===== src/rtl/bitonic_sorter_pipe.sv =====
// Fully pipelined bitonic sorter: N = 2**LOG2N unsigned keys per vector, one compare-swap column per register stage.
// Optional macro SORTER_INDEX_EN adds per-key source-lane tags (stable sort) and the out_index port.
module bitonic_sorter_pipe #(
    parameter int WIDTH = 8,
    parameter int LOG2N = 3
) (
    input  logic                          clk,
    input  logic                          rst,
    input  logic                          in_valid,
    output logic                          in_ready,
    input  logic                          in_desc,
    input  logic [(WIDTH<<LOG2N)-1:0]     in_data,
    output logic                          out_valid,
    input  logic                          out_ready,
    output logic [(WIDTH<<LOG2N)-1:0]     out_data
`ifdef SORTER_INDEX_EN
    ,
    output logic [(LOG2N<<LOG2N)-1:0]     out_index
`endif
);

    localparam int N  = 1 << LOG2N;
    localparam int S  = LOG2N * (LOG2N + 1) / 2;
    localparam int KW = N * WIDTH;

    logic [KW-1:0] key_reg  [S];
    logic [KW-1:0] key_in   [S];
    logic [KW-1:0] key_next [S];
    logic [S-1:0]  valid_reg;
    logic [S-1:0]  valid_in;
    logic [S-1:0]  desc_in;
    logic          advance;

    assign advance   = !out_valid || out_ready;
    assign in_ready  = advance;
    assign out_valid = valid_reg[S-1];
    assign out_data  = key_reg[S-1];

    assign desc_in[0]  = in_desc;
    assign valid_in[0] = in_valid;
    assign key_in[0]   = in_data;

    for (genvar gi = 1; gi < S; gi++) begin : g_link
        assign key_in[gi]   = key_reg[gi-1];
        assign valid_in[gi] = valid_reg[gi-1];
    end

    // The last stage's direction bit feeds no comparator, so only S-1 are stored.
    if (S > 1) begin : g_desc
        logic [S-2:0] desc_reg;
        always_ff @(posedge clk or posedge rst) begin
            if (rst) begin
                desc_reg <= '0;
            end else if (advance) begin
                desc_reg <= desc_in[S-2:0];
            end
        end
        assign desc_in[S-1:1] = desc_reg;
    end

`ifdef SORTER_INDEX_EN
    localparam int IW = N * LOG2N;
    logic [IW-1:0] idx_reg  [S];
    logic [IW-1:0] idx_in   [S];
    logic [IW-1:0] idx_next [S];

    assign out_index = idx_reg[S-1];
    for (genvar gi = 0; gi < N; gi++) begin : g_tag
        assign idx_in[0][gi*LOG2N +: LOG2N] = LOG2N'(gi);
    end
    for (genvar gi = 1; gi < S; gi++) begin : g_tag_link
        assign idx_in[gi] = idx_reg[gi-1];
    end
`endif

    // Stage (p,q) maps to column K; lower lane of each pair has bit q-1 clear.
    for (genvar gp = 1; gp <= LOG2N; gp++) begin : g_phase
        for (genvar gq = gp; gq >= 1; gq--) begin : g_step
            localparam int K = gp * (gp - 1) / 2 + (gp - gq);
            localparam int D = 1 << (gq - 1);
            for (genvar gi = 0; gi < N; gi++) begin : g_lane
                if ((gi & D) == 0) begin : g_pair
                    localparam int J        = gi + D;
                    localparam bit BLK_DESC = ((gi >> gp) & 1) == 1;
                    logic [WIDTH-1:0] a;
                    logic [WIDTH-1:0] b;
                    logic             dir;
                    logic             swap;
                    assign a   = key_in[K][gi*WIDTH +: WIDTH];
                    assign b   = key_in[K][J*WIDTH +: WIDTH];
                    assign dir = BLK_DESC ^ desc_in[K];
`ifdef SORTER_INDEX_EN
                    logic [LOG2N-1:0]       ia;
                    logic [LOG2N-1:0]       ib;
                    logic [WIDTH+LOG2N-1:0] ca;
                    logic [WIDTH+LOG2N-1:0] cb;
                    assign ia = idx_in[K][gi*LOG2N +: LOG2N];
                    assign ib = idx_in[K][J*LOG2N +: LOG2N];
                    // Inverting tags for descending vectors keeps equal keys in input order.
                    assign ca = {a, ia ^ {LOG2N{desc_in[K]}}};
                    assign cb = {b, ib ^ {LOG2N{desc_in[K]}}};
                    assign idx_next[K][gi*LOG2N +: LOG2N] = swap ? ib : ia;
                    assign idx_next[K][J*LOG2N +: LOG2N]  = swap ? ia : ib;
`else
                    logic [WIDTH-1:0] ca;
                    logic [WIDTH-1:0] cb;
                    assign ca = a;
                    assign cb = b;
`endif
                    assign swap = dir ? (ca < cb) : (ca > cb);
                    assign key_next[K][gi*WIDTH +: WIDTH] = swap ? b : a;
                    assign key_next[K][J*WIDTH +: WIDTH]  = swap ? a : b;
                end
            end
        end
    end

    always_ff @(posedge clk or posedge rst) begin
        if (rst) begin
            valid_reg <= '0;
            for (int k = 0; k < S; k++) begin
                key_reg[k] <= '0;
`ifdef SORTER_INDEX_EN
                idx_reg[k] <= '0;
`endif
            end
        end else if (advance) begin
            valid_reg <= valid_in;
            for (int k = 0; k < S; k++) begin
                key_reg[k] <= key_next[k];
`ifdef SORTER_INDEX_EN
                idx_reg[k] <= idx_next[k];
`endif
            end
        end
    end

endmodule

===== config.mk =====
export PLATFORM = sky130hd
export DESIGN_NAME = bitonic_sorter_pipe
export DESIGN_NICKNAME = d
export VERILOG_FILES = /design/src/rtl/bitonic_sorter_pipe.sv
export SDC_FILE = /design/constraint.sdc
export NUM_CORES = 2
export LEC_CHECK = 0
export CAP_MARGIN = 20
export CORE_MARGIN = 2
export CORE_UTILIZATION = 35
export DETAILED_ROUTE_END_ITERATION = 16
export GPL_TIMING_DRIVEN = 0
export PLACE_DENSITY = 0.5
export SYNTH_ARGS = -nofsm -noshare
export SYNTH_HDL_FRONTEND = slang
export SYNTH_SLANG_ARGS = --single-unit

===== constraint.sdc =====
create_clock -name clk -period 17.13 [get_ports clk]
set_input_delay 2.5695 -clock clk [delete_from_list [all_inputs] [get_ports clk]]
set_output_delay 2.5695 -clock clk [all_outputs]
set_load 0.005 [all_outputs]

==> out/qor.txt <==
Status = finished, final reports clean
Relative slew slack = 28.1%
F_max = 131 MHz
Gr ovfl total = 0
Cell count after synthesis = 2899
Core ar. = 74200 um2
Via Count = 23100
Startpoint types = input pin
Critical Path Sink Type = primary output
Place WS = 9420 ps
Total track usage = 23.3%
Max-cap check violation count = 0
Min Tclk post-route = 7660 ps
Clk_skew = 29.2 ps
Count of input and output buffers = 134
Placed cell area = 28800 um2
Ys flop type = dfrtp_1
Layout area overhead = 16.8%
Die height = 277 um
Int Power = 3.85 mW
Row count = 100
Commonest non-fill, non-tap cell in the layout = a21oi_1
WP data required = 14560 ps
Clock power frac = 15.8%
Fin. Hold Viols = 0
Die area = 76900 um2
DP HPWL = 71.3 mm
Ys Warns = 0
DRT Pass-1 Iters = 6
Initial antenna violation count = 1
Unrepaired setup endpoints after global routing = false
Pins Over Slew Limit = 0
Post-route DRC = 0
Largest net degree at the start of global routing = 108
Avg Inst Size Synth = 9.01 um2
Sequential fraction of the synthesis area = 37.8%
Vias in the first global route = 23800
PwrDens = 234 nW/um2
Worst-skew pair later-pin latency = 610 ps
RePlAce Congestion = 0.893
Die W = 277 um
CTS tree = yes
Post-DRT Antenna Nets = 0
Number of synthesized flops with an enable pin = 0
H-tree lvl count = 2
Hold-fix buffer count after cts = 0
Flop pwr share = 26.9%
Setup ws final = 9470 ps
Slowest cell on the critical path = clkinv_1
Nets = 3350
WS Path Type = in -> out
Switching Power = 3.28 mW
Final Cell Area = 30500 um2
Static Leak = 14.1 nW
CP max stage delay = 610 ps
Initial core utilization = 35.2%
Crit-path cells = clkdlybuf4s50_1 > nor2b_1 > buf_2 > clkinv_1 > clkbuf_1 > buf_2 > clkdlybuf4s50_1
# clock sinks = 395
N_diodes = 0
Synth cell types = 36
CP Max Fanout = 10
Comb pwr share = 57.2%
Final period util = 44.7%
Final setup viols = 0
WHS = 463 ps
Clock Tree Buf Depth = 3
Postcts setup bufs = 0
Top Ports = 135
Worst IR Drop VDD = 84.4 uV
Synth Cell Area = 26100 um2
HP Class = reg -> reg
Post-synthesis register bit count = 395
DR iter-0 viols = 1451
Family with the most delay on the worst path = buffers and inverters
Avg WL per Cell = 22.3 um
Via density per instance = 5.64
Post-Syn Nets = 3160
Util after Layout = 41.1%
Slew @ Worst Pin = 1080 ps
DRT Wirelength = 91.3 mm
CTS resizes = 0
Layout cells sized above 1 = 5.19%
WP buf/inv = 6
Most frequent cells in the layout = a21oi_1, dfrtp_1, mux2i_1, nor2_1, inv_1
Asr flop ratio synth = 100%
Tot Pwr = 7.13 mW
Root Buffer = clkbuf_16
Worst-path clk slew = 60 ps
TritonCTS Buffers = 49
CP arrival = 5090 ps
Sw Share = 46.0%
First-pass GRT wire length = 141 mm
[layout make-up]
type,count,area (um2)
Buffer,178,803
Clock buffer,70,1450
Clock inverter,16,268
Fill cell,7346,43700
Inverter,205,777
Multi-Input combinational cell,2121,14700
Sequential cell,395,9880
Tap cell,969,1210
Timing Repair Buffer,139,1450
[Yosys cell counts (8+ instances only)]
cell | count | area (um2)
inv_1 | 204 | 766
o211a_1 | 11 | 110
nor2_1 | 210 | 788
and2_1 | 192 | 1200
mux2i_1 | 384 | 3840
buf_2 | 34 | 170
clkbuf_2 | 11 | 55.1
buf_1 | 26 | 97.6
nand4_1 | 48 | 300
o21ai_0 | 24 | 120
a21oi_1 | 826 | 4130
dfrtp_1 | 395 | 9880
o211ai_1 | 30 | 225
ha_1 | 192 | 2400
clkbuf_1 | 93 | 349
a311oi_1 | 8 | 70.1
nor2b_1 | 25 | 156
a311o_1 | 8 | 80.1
nand2_1 | 43 | 161
a211oi_1 | 28 | 210
a211o_1 | 16 | 140
a21o_1 | 26 | 195
[cells by family (layout without fill, tap and decap cells)]
kind of cell / after synthesis / in the layout / share of synthesized area (%)
multiplexers: 384 / 384 / 14.7
flip-flops: 395 / 395 / 37.8
adder cells (fa/ha/maj): 192 / 192 / 9.19
AND/OR/NAND/NOR: 539 / 539 / 10.6
AO/OA/AOI/OAI: 1006 / 1006 / 21.7
buffers and inverters: 383 / 608 / 6.02
[stage by stage]
step | cells | setup TNS, ps
after global routing | 4093 | 0
after floorplan | 2899 | 0
final | 4093 | 0
after CTS | 4093 | 0
after detailed placement | 4007 | 0
after global placement | 4002 | -676160
[worst min-delay path, delay by kind of cell, from the launching register on]
kind / cells / cell delay (ps)
and+or+nand+nor: 2 / 100
DFF: 1 / 340
[power by group through the flow]
| stage | Clock [mW] | Sequential [mW] | Combinational [mW] |
|---|---|---|---|
| 6_report | 1.13 | 1.92 | 4.08 |
| 5_1_grt | 1.18 | 1.97 | 4.50 |
| 4_1_cts | 1.14 | 1.91 | 4.08 |
| 3_5_place_dp | 0 | 1.93 | 4.06 |
| 3_3_place_gp | 0 | 1.90 | 3.91 |
| 2_1_floorplan | 0 | 1.69 | 3.01 |
[worst paths after layout]
kind                               from                                          to  slack [ps]  depth (start not counted)
max                           out_ready                                    in_ready        9470                          7
max reg2reg                valid_reg[5]  g_phase[2].g_step[1].g_lane[6].g_pair.b[6]       14380                          8
min reg2reg                valid_reg[4]                                valid_reg[4]         460                          2
min in group asynchronous           rst                                valid_reg[0]        2470                          2
min                        valid_reg[4]                                valid_reg[4]         460                          2
max in group asynchronous           rst                                out_data[10]       13150                          4
[layer usage]
metal  up-vias  part of all wire, %  global-route usage, %
met5         -                    0                      0
met4         0                  4.4                   10.0
met3       175                  3.6                   2.45
met2       584                   49                   40.8
met1     11600                   43                   29.1
li1      10800                    -                      -
Power figures use the tool's default switching activity.
